$ cat src/rtl/alu_pkg.sv
// Shared types for the pipelined execute ALU: op codes, jXX/cmovXX
// condition codes and the architectural condition-code register.
package alu_pkg;

    typedef enum logic [1:0] {
        ALU_ADD = 2'b00,
        ALU_SUB = 2'b01,
        ALU_AND = 2'b10,
        ALU_XOR = 2'b11
    } alu_op_e;

    typedef enum logic [2:0] {
        C_ALWAYS = 3'd0,
        C_LE     = 3'd1,
        C_L      = 3'd2,
        C_E      = 3'd3,
        C_NE     = 3'd4,
        C_GE     = 3'd5,
        C_G      = 3'd6,
        C_RSVD   = 3'd7
    } cond_e;

    typedef struct packed {
        logic zf;
        logic sf;
        logic of;
    } cc_t;

    localparam cc_t CC_RESET = '{zf: 1'b1, sf: 1'b0, of: 1'b0};

    function automatic logic cond_eval(input cc_t cc, input logic [2:0] fn);
        logic w_lt;
        logic w_res;
        w_lt  = cc.sf ^ cc.of;
        w_res = 1'b0;
        case (cond_e'(fn))
            C_ALWAYS: w_res = 1'b1;
            C_LE:     w_res = w_lt | cc.zf;
            C_L:      w_res = w_lt;
            C_E:      w_res = cc.zf;
            C_NE:     w_res = !cc.zf;
            C_GE:     w_res = !w_lt;
            C_G:      w_res = !w_lt && !cc.zf;
            default:  w_res = 1'b0;
        endcase
        return w_res;
    endfunction

endpackage

$ cat src/rtl/alu_cc_pipe_core.sv
// Combinational WIDTH-bit ALU: add, sub, and, xor with ZF/SF/OF.
module alu_core
    import alu_pkg::*;
#(
    parameter int WIDTH = 64
) (
    input  logic [1:0]       i_op,
    input  logic [WIDTH-1:0] i_a,
    input  logic [WIDTH-1:0] i_b,
    output logic [WIDTH-1:0] o_res,
    output logic             o_zf,
    output logic             o_sf,
    output logic             o_of
);

    logic [WIDTH-1:0] w_res;
    logic             w_of;

    always_comb begin
        w_res = '0;
        w_of  = 1'b0;
        case (alu_op_e'(i_op))
            ALU_ADD: begin
                w_res = i_a + i_b;
                w_of  = (i_a[WIDTH-1] == i_b[WIDTH-1])
                     && (w_res[WIDTH-1] != i_a[WIDTH-1]);
            end
            ALU_SUB: begin
                w_res = i_a - i_b;
                w_of  = (i_a[WIDTH-1] != i_b[WIDTH-1])
                     && (w_res[WIDTH-1] != i_a[WIDTH-1]);
            end
            ALU_AND: w_res = i_a & i_b;
            ALU_XOR: w_res = i_a ^ i_b;
            default: w_res = '0;
        endcase
    end

    assign o_res = w_res;
    assign o_zf  = (w_res == '0);
    assign o_sf  = w_res[WIDTH-1];
    assign o_of  = w_of;

endmodule

$ cat src/rtl/alu_cc_pipe.sv
// Execute-stage ALU: STAGES-deep valid/ready pipeline, CC register
// updated on retire, and jXX/cmovXX condition evaluation.
module alu_cc_pipe
    import alu_pkg::*;
#(
    parameter int WIDTH  = 64,
    parameter int STAGES = 1
) (
    input  logic             clk,
    input  logic             rst_n,
    input  logic             flush,
    input  logic             in_valid,
    output logic             in_ready,
    input  logic [1:0]       in_op,
    input  logic [WIDTH-1:0] in_a,
    input  logic [WIDTH-1:0] in_b,
    input  logic             in_set_cc,
    output logic             out_valid,
    input  logic             out_ready,
    output logic [WIDTH-1:0] out_result,
    output logic             out_zf,
    output logic             out_sf,
    output logic             out_of,
    output logic             cc_zf,
    output logic             cc_sf,
    output logic             cc_of,
    input  logic [2:0]       cond_fn,
    output logic             cnd
);

    logic [STAGES-1:0] r_vld;
    logic [STAGES-1:0] r_set;
    logic [WIDTH-1:0]  r_res [STAGES];
    cc_t               r_flg [STAGES];
    cc_t               r_cc;

    logic [STAGES-1:0] w_adv;
    logic [WIDTH-1:0]  w_res;
    logic              w_zf;
    logic              w_sf;
    logic              w_of;
    logic              w_acc;
    logic              w_retire;

    alu_core #(.WIDTH(WIDTH)) u_core (
        .i_op  (in_op),
        .i_a   (in_a),
        .i_b   (in_b),
        .o_res (w_res),
        .o_zf  (w_zf),
        .o_sf  (w_sf),
        .o_of  (w_of)
    );

    // Stage i can load when it, or any stage after it, has a hole,
    // or when the head is being taken this cycle.
    always_comb begin
        for (int i = 0; i < STAGES; i++) begin
            w_adv[i] = out_ready;
            for (int j = i; j < STAGES; j++) begin
                if (!r_vld[j]) begin
                    w_adv[i] = 1'b1;
                end
            end
        end
    end

    assign in_ready = !flush && w_adv[0];
    assign w_acc    = in_valid && in_ready;
    assign w_retire = r_vld[STAGES-1] && out_ready;

    always_ff @(posedge clk or negedge rst_n) begin
        if (!rst_n) begin
            r_vld <= '0;
            r_set <= '0;
            for (int i = 0; i < STAGES; i++) begin
                r_res[i] <= '0;
                r_flg[i] <= '0;
            end
        end else begin
            if (w_adv[0]) begin
                r_vld[0] <= w_acc;
                if (w_acc) begin
                    r_set[0] <= in_set_cc;
                    r_res[0] <= w_res;
                    r_flg[0] <= '{zf: w_zf, sf: w_sf, of: w_of};
                end
            end
            for (int i = 1; i < STAGES; i++) begin
                if (w_adv[i]) begin
                    r_vld[i] <= r_vld[i-1];
                    if (r_vld[i-1]) begin
                        r_set[i] <= r_set[i-1];
                        r_res[i] <= r_res[i-1];
                        r_flg[i] <= r_flg[i-1];
                    end
                end
            end
            if (flush) begin
                r_vld <= '0;
            end
        end
    end

    always_ff @(posedge clk or negedge rst_n) begin
        if (!rst_n) begin
            r_cc <= CC_RESET;
        end else if (w_retire && r_set[STAGES-1]) begin
            r_cc <= r_flg[STAGES-1];
        end
    end

    assign out_valid  = r_vld[STAGES-1];
    assign out_result = r_res[STAGES-1];
    assign out_zf     = r_flg[STAGES-1].zf;
    assign out_sf     = r_flg[STAGES-1].sf;
    assign out_of     = r_flg[STAGES-1].of;

    assign cc_zf = r_cc.zf;
    assign cc_sf = r_cc.sf;
    assign cc_of = r_cc.of;
    assign cnd   = cond_eval(r_cc, cond_fn);

endmodule
$ cat config.mk
export PLATFORM = sky130hd
export DESIGN_NAME = alu_cc_pipe
export DESIGN_NICKNAME = d
export VERILOG_FILES = /design/src/rtl/alu_pkg.sv /design/src/rtl/alu_cc_pipe_core.sv /design/src/rtl/alu_cc_pipe.sv
export SDC_FILE = /design/constraint.sdc
export NUM_CORES = 1
export LEC_CHECK = 0
export BUFFER_PORTS_ARGS = -buffer_cell sky130_fd_sc_hd__buf_2
export CORE_MARGIN = 3
export CORE_UTILIZATION = 40
export CTS_CLUSTER_DIAMETER = 200
export DETAILED_ROUTE_END_ITERATION = 8
export REMOVE_ABC_BUFFERS = 1
export SLEW_MARGIN = 5
export SYNTH_ARGS = -nofsm -noshare
export SYNTH_HDL_FRONTEND = slang
export SYNTH_SLANG_ARGS = --single-unit
$ cat constraint.sdc
create_clock -name clk -period 6.8 [get_ports clk]
set_clock_uncertainty 0.15 [all_clocks]
set_input_delay 0.34 -clock clk [delete_from_list [all_inputs] [get_ports clk]]
set_output_delay 0.34 -clock clk [all_outputs]
set_load 0.02 [all_outputs]
==> results, run 1 <==
- The launching element type of the critical path is a primary input.
- The total routing resource utilization after global routing is 33.26%.
- The die extent in y is 189.5 um.
- The count of warnings emitted by yosys is 0.
- The area of the core region is 0.03287 sq mm.
- IR analysis of the VDD net gives a maximum drop of 0.09812 mV.
- During placement, the flow inserted port buffers numbering 211.
- The H-tree generated during clock tree synthesis spans 3 levels.
- The maximum clock insertion buffer count is 2.
- The later pin in the worst-skew pair is clocked with a latency of 0.34 ns.
- The actual transition at the worst max-transition pin is 1.143 ns.
- The number of buffers created by CTS is 9.
- Once detail routing completed, the nets flagged for antenna violations numbered 0.
- Leaving out fill and tap cells, the most frequent cell in the layout is nand2_1.
- In the layout the commonest cells are nand2_1, buf_2, a21oi_1, nor2_1, o21ai_0.
- The worst hold slack after final layout is -0.003229 ns.
- Sequential cells were found to cover 13.21% of the synthesized design area.
- The cell count after synthesis came out at 2014.
- The area occupied by registers is 0.001778 sq mm.
- The max-capacitance violation count is 0.
- Along the worst path, the maximum fanout reaches 14.
- The main combinational cell family by area after synthesis is compound AO/OA/AOI/OAI gates.
- In this run, synthesis produced a sequential element count of 71.
- After Yosys synthesis, and, or, nand and nor cells account for 26.97% of the synthesized area.
- The synthesized netlist occupies a cell area of 0.01346 sq mm.
- The cell at the root of the clock tree is clkbuf_16.
- After clock tree synthesis, the flow added hold-fix buffers numbering 0.
- After Yosys synthesis, full adders, half adders and majority gates account for 12.19% of the synthesized area.
- The die covers 0.03589 sq mm.
- The layout has 3613 filler cells.
- In this run the power density over the cells is 171.7 mW/mm^2.
- Summed over all cells, the static leakage comes to 6.628 nW.
- Setup repair after global routing left no endpoint under its margin.
- The total count of hold-check failures in the final report is 4.
- After the last flow step, the layout net total stands at 2403.
- The checks that failed: negative hold slack.
- The number of different library cells used by synthesis comes to 98.
- The routed design could run at a clock period as short as 4.990 ns.
- The synthesized netlist devotes 1.171% of its cell area to XOR and XNOR gates.
- The TritonCTS clock tree is built.
- The count of antenna diodes in the layout is 0.
- The min-delay analysis places its worst path in the category primary input to asynchronous set/reset pin.
- The effective utilization at floorplan is 40.96%.
- The run finished, with violations left.
- The chip width is 189.5 um.
- The total overflow left after global routing is 0.
- The final routed wire length divided by cell count is 24.35 um.
- STA classifies the critical path endpoint as a flip-flop.
- The multiplexer share of the synthesized area is 1.924%.
- The clock net sink count is 71.
- The via count of the first global-routing pass is 15660.
- The pin count of the biggest net entering global routing is 95.
- STA puts the critical path data required time at 6.89 ns.
- After floorplanning, the core was divided into 66 placement rows.
- The final critical path takes up 73.38% of the cycle.
- Measured against its own limit, the worst slew margin works out to 23.63%.
- After detailed routing, the total wire length is 62850 um.
- The first detailed-routing pass took 6 iterations.
- The area fraction in compound gates after synthesis is 36.77%.
- The final HPWL from detailed placement is 49360 um.
- 212 I/O pins were placed.
- The routed via count divided by cell count is 6.616.
- Based on the critical path, the design can be clocked at up to 200.4 MHz.
- The total setup buffers inserted after CTS is 0.
- The clock transition at the registers of the reported paths is 0.06 ns.
- The setup TNS after final layout is 0 ns.
- The global placer's final weighted congestion is 1.031.
- The area of the multi-input gates is 0.01064 sq mm.
- The DRC violations left is 0.
- The first routing iteration left 2063 violations.
- The layout cell share with drive strength beyond 1 is 14.63%.
- Of all flip-flops after synthesis, the portion carrying an async set or reset was 100.0%.
- Setup violations remaining at the end of the flow were counted as 0.
- Gates resized during post-CTS repair numbered 0.
- The first global-routing pass estimated 94430 um of wire.
- The number of antenna violations at the first check in global routing is 1.
- The via count of the routed design is 17080.
- The critical path is of the primary input to flip-flop type.
- The number of enable-type register cells in the synthesized netlist is 0.
- From synthesis to final layout, the design area changed by 11.91%.
- STA puts the critical path data arrival time at 5.08 ns.
- After synthesis, the mean cell area works out to 6.684 sq um.
- The total count of max-transition violations in the final report is 0.
- In the synthesized netlist the dominant register cell turns out to be dfrtp_1.
## flip-flops by register name, summed over array words and instances, names as in the netlist
| signal | cells |
|---|---|
| r_set | 1 |
| out_valid | 1 |
| cc_of | 1 |
| out_zf | 1 |
| cc_sf | 1 |
| out_of | 1 |
| out_result | 64 |
| cc_zf | 1 |
## routing by layer
layer	GRT usage (%)	vias to the layer above	wire length [um]
met4	8.331	2	1692
met5	0	-	17
met1	48.35	8094	27560
met3	6.480	126	7145
li1	-	7714	-
met2	50.32	1139	26430
## worst paths after layout
check,from,to,slack [ns],cells after the start
max,in_a[12],out_zf,1.81,14
min,rst_n,out_result[1],-0.003,1
max reg2reg,out_valid,out_zf,3.52,9
min reg2reg,out_result[35],out_result[35],0.32,2
max in group asynchronous,rst_n,out_result[47],5.87,1
min in group clk,flush,out_valid,0.03,2
## kinds of logic after synthesis
kind of cell             count (synthesis)
adder cells (fa/ha/maj)                130
multiplexers                            25
AND/OR/NAND/NOR                        768
buffers and inverters                  269
AO/OA/AOI/OAI                          733
flip-flops                              71
XOR/XNOR                                18
## final cells by class
class / count / share of cell area (%)
tap: 442 / 3.671
timing repair buffer: 235 / 8.322
clock inverter: 5 / 0.3904
sequential: 71 / 11.80
clock buffer: 11 / 1.611
multi-input combinational: 1674 / 70.64
inverter: 143 / 3.563
## cell usage after synthesis, drive strengths merged, types with 35 or more instances
library cell  number  area share, %
nand3             39            1.4
inv              140            3.9
clkbuf            97            2.7
dfrtp             70             13
a21oi            202            7.5
nand4             36            1.7
o211ai            40            2.2
nand2            287            8.0
o21ai            146            5.5
nor2             169            4.7
nor4              48            2.2
a211oi            35            2.1
a31oi             38            1.8
o31ai             44            2.6
nor3              59            2.2
ha               128             12
## metrics by stage
stage	std cells	cell area, sq um	worst slack (ns)	utilization, %	total power, W
after floorplan	1888	12950	2.765	-	0.001472
after global placement	2565	14760	1.660	44.92	0.002038
after detailed placement	2565	14760	1.664	44.92	0.002043
after CTS	2581	15060	1.972	45.84	0.002547
after global routing	2581	15060	1.688	45.84	0.002727
final	2581	15060	1.810	45.84	0.002586
## power breakdown
part | total (W) | leakage, nW | internal [W] | switching (W)
clock | 0.000499 | 0.142 | 0.000295 | 0.000205
sequential | 0.000566 | 0.881 | 0.000507 | 0.0000585
combinational | 0.00152 | 5.61 | 0.000473 | 0.00105
## worst max-delay path: stages
cell	delay, ns
buf_2	0.11
ha_1	0.54
or4_4	0.64
or2_1	0.25
a2111oi_2	0.68
o311ai_2	0.23
a21oi_2	0.24
o21ai_2	0.17
o21ai_0	0.57
nand3_1	0.19
a21oi_1	0.25
mux2i_1	0.32
o211ai_1	0.21
o41ai_2	0.33
No activity file was read; power rests on OpenSTA's default activity.
==> run 2: changes to the inputs <==
--- a/config.mk
+++ b/config.mk
@@ -5,6 +5,7 @@
 export SDC_FILE = /design/constraint.sdc
 export NUM_CORES = 1
 export LEC_CHECK = 0
+export ABC_AREA = 1
 export BUFFER_PORTS_ARGS = -buffer_cell sky130_fd_sc_hd__buf_2
 export CORE_MARGIN = 3
 export CORE_UTILIZATION = 40
==> constraint.sdc (replaced) <==
create_clock -name clk -period 4.2 [get_ports clk]
set_clock_uncertainty 0.15 [all_clocks]
set_input_delay 0.21 -clock clk [delete_from_list [all_inputs] [get_ports clk]]
set_output_delay 0.21 -clock clk [all_outputs]
set_load 0.02 [all_outputs]
==> results, run 2 <==
- The count of nets left with antenna violations once routing finished came out at 0.
- With fillers left out, the area of the finished cells amounts to 0.01917 sq mm.
- Across all setup checks in the final design, the least slack found is 0.8801 ns.
- The setup TNS after final layout is 0 ns.
- Entering global routing, the biggest net connects 80 pins.
- The via count of the first global-routing pass is 19400.
- The via count of the routed design is 21040.
- The worst hold path stage count is 3.
- The wire length of the first global-routing pass is 112000 um.
- The cell at the root of the clock tree is clkbuf_16.
- The clock transition at the registers of the reported paths is 0.06 ns.
- The placement-stage cell area is 0.01884 sq mm.
- STA classifies the critical path endpoint as a flip-flop.
- The most frequently used flop master after synthesis is dfrtp_1.
- The maximum achievable frequency is 301.2 MHz.
- The shortest clock period the worst path allows after layout is 3.320 ns.
- For this block, wires on met1 add up to 32730 um.
- Using the TritonRoute via totals, the vias-per-cell ratio works out to 5.152.
- In the layout the commonest cells are nand2_1, inv_1, nand3_1, nor2_1, buf_2.
- The total setup buffers inserted after CTS is 0.
- The met2 routed wirelength is 29860 um.
- The final routed wire length divided by cell count is 18.34 um.
- Along the worst path, the maximum fanout reaches 10.
- The total number of nets in the final design is 3762.
- After legalization and detailed placement, the total HPWL measured 63690 um.
- The register with the most flip-flops in the layout has 64 of them.
- The highest layer touched by signal routing is met4.
- In the synthesized netlist the async set-or-reset flop fraction comes to 100.0%.
- During placement, the flow inserted port buffers numbering 211.
- The maximum clock insertion buffer count is 2.
- The max-capacitance violation count is 0.
- At the pin with the least slew margin, the transition time is 0.9656 ns.
- The count of pins on the block boundary is 212.
- The number of synthesized register bits is 71.
- The chip width is 216.3 um.
- The path class of the tightest hold or removal check is primary input to flip-flop.
- The detailed-router iteration count before antenna repair is 6.
- In this run the tightest slew margin relative to its limit is 35.55%.
- After layout, the design draws a total of 0.004474 W.
- In the post-synthesis netlist, the cell with the most instances is nand2_1.
- The total count of max-transition violations in the final report came to 0.
- Wires add up to 74910 um.
- The number of gates resized after CTS is 0.
- The total number of placement rows is 76.
- The data arrival time at the worst-slack endpoint is 3.44 ns.
- The clock latency of the later-clocked register in the worst-skew pair is 0.33 ns.
- The worst supply voltage drop on vdd is 0.2149 mV.
- In the final layout, the share of cells above drive strength 1 is 15.75%.
- The number of enable-type register cells in the synthesized netlist is 0.
- The setup violation total in the final timing report is 0.
- The mean area per synthesized cell is 5.274 sq um.
- The required time reported for the critical path endpoint is 4.32 ns.
- For this configuration, the core starts out at a cell density of 40.79%.
- The synthesis-to-layout area growth is 8.361%.
- Setup repair after global routing left no endpoint under its margin.
- The analysis attributes to cell leakage a power of 11.46 nW.
- Leaving out fill and tap cells, the most frequent cell in the layout is nand2_1.
- For this run, design rule violations remaining after detail routing come to 0.
- The count of mapped cells out of synthesis is 3354.
- The utilization after layout is 44.20%.
- The count of warnings emitted by yosys is 0.
- Measured in cells, the most critical reg-to-reg path has a length of 15.
- The global placer's final weighted congestion is 1.034.
- The run finished with clean final reports.
- The number of buffers added to fix hold violations after cts is 4.
- At the placement stage, the worst setup path has a slack of 0.7656 ns.
- Sorting the synthesized cells by area gives the leading types as nand2_1, inv_1, dfrtp_1.
- The TritonCTS clock tree is built.
- Summed over its instances, the top area cell type makes up 25.83% of the synthesized netlist area.
- The cell area after technology mapping is 0.01769 sq mm.
- The worst path uses 79.05% of the clock period.
- The share of the Yosys chip area taken by registers is 10.05%.
- The worst setup path is of the primary input to flip-flop kind.
- After the first detailed-routing iteration, the DRC count stood at 2649.
- The setup slack of the most critical reg-to-reg path is 1.70 ns.
- The clock net in this run drives a total of 71 sinks.
- Clock tree synthesis inserted a total of 9 buffers.
- STA classifies the critical path startpoint as a primary input.
- The count of distinct cell types in the synthesized netlist is 49.
- The H-tree depth is 3.
- Across every metal layer, demand over resource in global routing totals 31.10%.
- The commonest cells after synthesis are nand2_1, inv_1, nand3_1, nor2_1, ha_1.
- The global-route congestion overflow total is 0.
- The total count of hold-check failures in the final report is 0.
- The number of antenna violations at the first check in global routing is 1.
- From bottom edge to top edge, the die measures 216.3 um.
- The region available for standard cell placement spans 0.04336 sq mm.
- The length of routed met3 wiring is 10150 um.
- The die covers 0.04678 sq mm.
- The library cell occupying the most area in the post-synthesis netlist is nand2_1.
- The power per cell area is 233.4 mW/mm^2.
## run 2: cell types whose count changed in the layout (fill, tap and decap cells not counted), moves of 36 or more
| cell | previous run | this run |
|---|---|---|
| a31oi_1 | 37 | 1 |
| o21ai_0 | 144 | 106 |
| nor2_1 | 169 | 219 |
| nor4_1 | 48 | 2 |
| o31ai_1 | 43 | 0 |
| inv_2 | 1 | 67 |
| o211ai_1 | 40 | 1 |
| nand2_1 | 286 | 1216 |
| a21oi_1 | 201 | 117 |
| inv_1 | 139 | 676 |
| nor2_2 | 0 | 85 |
| nand2_2 | 1 | 65 |
| nor3_1 | 59 | 15 |
| nand3_1 | 39 | 242 |
## run 2: cell type report
class / instances / area [sq um]
Antenna cell: 1 / 2.502
Clock inverter: 5 / 31.28
Tap cell: 585 / 732.0
Inverter: 748 / 2813
Sequential cell: 71 / 1778
Fill cell: 5123 / 24190
Timing Repair Buffer: 230 / 1224
Multi-Input combinational cell: 2433 / 12330
Clock buffer: 11 / 252.7
## run 2: metrics by stage
stage	cells	hold WS, ns
floorplan	3252	-0.2356
global placement	4063	0.2343
detailed placement	4063	0.2394
CTS	4083	0.08643
global route	4083	0.1354
finish	4084	0.09015
## run 2: logic make-up (layout without fill, tap and decap cells)
kind of cell / Yosys count / in the layout / share of synthesized area, %
AND/OR/NAND/NOR: 1990 / 1990 / 50.44
buffers and inverters: 850 / 994 / 20.30
AO/OA/AOI/OAI: 310 / 310 / 9.762
adder cells (fa/ha/maj): 130 / 130 / 9.281
flip-flops: 71 / 71 / 10.05
XOR/XNOR: 2 / 2 / 0.09905
multiplexers: 1 / 1 / 0.06366
other: 0 / 1 / 0
## run 2: path summary, 6_finish.rpt
kind                           startpoint        endpoint
setup reg to reg                out_valid          out_zf
max in group asynchronous           rst_n  out_result[50]
min in group asynchronous           rst_n   out_result[2]
setup / recovery                 in_b[51]          out_zf
hold / removal                  out_ready           cc_zf
hold reg to reg            out_result[24]  out_result[24]
## run 2: where the power goes
group          internal [W]  leakage (nW)  total (W)  switching (W)
clock              0.000431         0.142   0.000727       0.000296
combinational      0.000823          10.4    0.00285        0.00202
sequential         0.000819         0.895   0.000900      0.0000803
## run 2: routing by layer
layer / global-route usage [%] / up-vias
met5: 1.354 / -
met4: 9.127 / 0
met3: 7.670 / 110
met2: 45.47 / 1169
met1: 44.87 / 9299
li1: - / 10460
## run 2: critical path, cell delays in order
cell and delay (ns):
buf_2 0.09, inv_1 0.04, ha_1 0.68, nand2_1 0.26, nor2_1 0.22, nand2_1 0.11, nor2_1 0.32, and3_1 0.22
nand2_1 0.16, nand2_1 0.11, nand2_1 0.05, nand3_1 0.09, nand2_1 0.07, nor2_1 0.36, nand2_1 0.09, nor2_1 0.09
nand2_1 0.06, nor2_1 0.10, nand3_1 0.07, nand2_1 0.05
==> run 3: changes to the inputs <==
--- a/config.mk
+++ b/config.mk
@@ -5,7 +5,7 @@
 export SDC_FILE = /design/constraint.sdc
 export NUM_CORES = 1
 export LEC_CHECK = 0
-export ABC_AREA = 1
+export ABC_AREA = 0
 export BUFFER_PORTS_ARGS = -buffer_cell sky130_fd_sc_hd__buf_2
 export CORE_MARGIN = 3
 export CORE_UTILIZATION = 40
==> constraint.sdc (replaced) <==
create_clock -name clk -period 3.1 [get_ports clk]
set_clock_uncertainty 0.15 [all_clocks]
set_input_delay 0.155 -clock clk [delete_from_list [all_inputs] [get_ports clk]]
set_output_delay 0.155 -clock clk [all_outputs]
set_load 0.02 [all_outputs]
==> results, run 3 (synthesized netlist as in run 1, its figures left out) <==
- The filler cell count is 2674.
- The routed layout has 21310 vias.
- The actual transition at the worst max-transition pin is 1.072 ns.
- For this run, the slowest stage of the critical path takes 0.54 ns.
- In the finished design, the share of the clock period the worst path needs comes to 123.0%.
- The final reports fail on negative setup slack.
- The total count of max-transition violations in the final report came to 0.
- The worst slew margin relative to its limit is 28.52%.
- Across the run, the number of max-cap violations was 0.
- The worst register-to-register path begins at out_valid.
- The source of the critical timing path is in_b[10].
- The setup violation total in the final timing report is 21.
- The die covers 0.03589 sq mm.
- Walking the worst path, the cells encountered are buf_8, inv_4, ha_4, buf_6, or4_4, or2_4, a2111oi_4, buf_4, buf_4, o311ai_4, nand3_1, mux2i_1, a211oi_2, o41ai_2, nor4_2, buf_4, nand4_1, nand4bb_4, o41ai_2.
- The count of cells in the finished layout, fillers not included, comes to 3447.
- The number of clock buffers added by TritonCTS is 9.
- After global routing the overflow that remains totals 0.
- Clock-pin slew was measured on the worst setup and hold paths at 0.07 ns.
- The tree is rooted in a clkbuf_16.
- The final layout contains routed wiring with a total length of 79560 um.
- Along the worst path, the maximum fanout reaches 3.
- STA classifies the critical path endpoint as a flip-flop.
- In this run the most critical hold path is launched from out_ready.
- The placed instance count is 3368.
- The TritonCTS clock tree is built.
- For this run, the post-layout net count is 3269.
- The clock net sink count is 71.
- The number of nets with antenna violations after detailed routing is 0.
- The required time reported for the critical path endpoint is 3.21 ns.
- The DRC violation total after the first TritonRoute iteration is 2758.
- The critical path crosses 19 cells after its start point.
- The cell family contributing the most delay on the critical path is simple AND/OR/NAND/NOR gates.
- The total number of placement rows is 66.
- Entering global routing, the biggest net connects 97 pins.
- The critical path contains buffers and inverters numbering 6 combined.
- The global placer's final weighted congestion is 1.092.
- After detailed routing, the number of vias per cell comes to 6.182.
- The DRC violations left is 0.
- The die is 189.5 um wide.
- The total count of hold-check failures in the final report came to 0.
- By startpoint and endpoint, the worst setup path is classified as primary input to flip-flop.
- IR analysis of the VDD net gives a maximum drop of 0.2592 mV.
- Data on the critical path arrives at its endpoint at 3.92 ns.
- The via count of the first global-routing pass was 20060.
- The longest clock path from root to sink contains 2 buffers.
- The run finished, with violations left.
- Timing would allow up to 262.3 MHz.
- The floorplan step defined a core boundary enclosing 0.03287 sq mm.
- The number of antenna violations at the first check in global routing is 0.
- In this run the number of H-tree levels came out at 3.
- Among all stages on the critical path, the largest delay is contributed by or4_4.
- The layout cell share with drive strength beyond 1 is 46.82%.
- The library cells used most frequently in the layout, excluding fill and tap cells, are buf_4, nand2_1, buf_2, nor2_1, a21oi_1.
- The count of antenna diodes in the layout is 0.
- The worst register-to-register path has a depth of 9.
- The quantity of I/O buffers inserted on ports is 211.
- Setup repair after global routing could not meet its margin everywhere.
- The die extent in y is 189.5 um.
- The synthesis-to-layout area growth is 76.20%.
- The count of pins on the block boundary is 212.
- Once the floorplan was initialized, standard cells occupied 40.96% of the core.
- For this design the ratio of total power to cell area is 325.9 mW/mm^2.
- The final HPWL from detailed placement is 62210 um.
- The first global-routing pass estimated 115900 um of wire.
- At the later pin of the worst-skew pair, clock insertion delay measures 0.35 ns.
- In the global route stage, overall resource usage came out at 41.03%.
- The setup slack after layout is -0.7120 ns.
- The leading cell type in the layout, fill and taps excluded is buf_4.
- The final routed wire length divided by cell count is 23.08 um.
- The cell type with the highest occurrence count on the critical path is buf_4.
- The register with the most flip-flops in the layout has 64 of them.
- The worst hold path stage count is 3.
- The launching element type of the critical path is a primary input.
- The min-delay analysis places its worst path in the category primary input to flip-flop.
- The detailed-router iteration count before antenna repair is 6.
- OpenSTA, run right after detailed placement, puts the worst setup slack at -1.456 ns.
- The shortest clock period the worst path allows after layout is 3.812 ns.
- Summed over all cells, the static leakage comes to 11.21 nW.
run 3: changes by cell type in the layout (fill, tap and decap cells not counted), moves of 59 or more:
cell,change
buf_4,+812
inv_1,-548
inv_2,-59
nand2_1,-937
nand3_1,-204
nor2_2,-80
run 3: routing by layer:
metal / routed length [um] / GRT usage, % / part of all wire, % / vias to the layer above
li1: - / - / - / 9474
met1: 31460 / 54.04 / 40 / 9930
met2: 34370 / 64.63 / 43 / 1555
met3: 9320 / 9.943 / 12 / 349
met4: 4414 / 16.29 / 5.5 / 0
met5: 0 / 0 / 0 / -
run 3: final timing paths:
path | to | slack [ns]
setup / recovery | out_zf | -0.71
hold / removal | cc_zf | 0.16
setup reg to reg | out_zf | 0.39
hold reg to reg | out_result[36] | 0.32
max in group asynchronous | out_result[53] | 1.69
min in group asynchronous | out_result[11] | 0.43
run 3: stage by stage:
step	total power (W)	util, %	hold WS, ns	TNS, ns	instance area (sq um)
6_report	0.007730	72.17	0.1577	-4.206	23720
5_1_grt	0.008064	72.17	0.1612	-6.606	23720
4_1_cts	0.007209	68.60	0.1404	-3.617	22550
3_5_place_dp	0.005826	63.56	0.1873	-33.77	20890
3_3_place_gp	0.005759	63.56	0.1753	-31.32	20890
2_1_floorplan	0.003229	-	-0.2906	-3.749	12950
run 3: report_power, final:
part	internal [W]	switching, W	total (W)	leakage (nW)
clock	0.000560	0.000522	0.00108	0.135
combinational	0.00241	0.00299	0.00540	10.2
sequential	0.00111	0.000136	0.00125	0.881
total	0.00408	0.00365	0.00773	11.2
run 3: tightest hold or removal path: cells and delay by family:
family	cells	cell delay, ns
multiplexers	1	0.18
AND/OR/NAND/NOR	1	0.17
buffers and inverters	1	0.11
run 3: cell type report:
class                   instances  area, sq um  area share (%)
multi-input cells            1674        12390           52.22
repair buffers               1101         8165           34.43
clock inverters                 7        61.31          0.2585
clock buffers                   9        225.2          0.9495
flip-flops and latches         71         1778           7.496
well taps                     442        553.0           2.332
inverters                     143        549.3           2.316
run 3: what timing repair did:
item / in CTS / in global routing
pin swaps: 77 / 75
hold endpoints to repair: 72 / 0
setup endpoints to repair: 44 / 45
cloned: 0 / 0
hold buffers: 4 / 0
buffers inserted: 38 / 28
resized for setup: 223 / 203
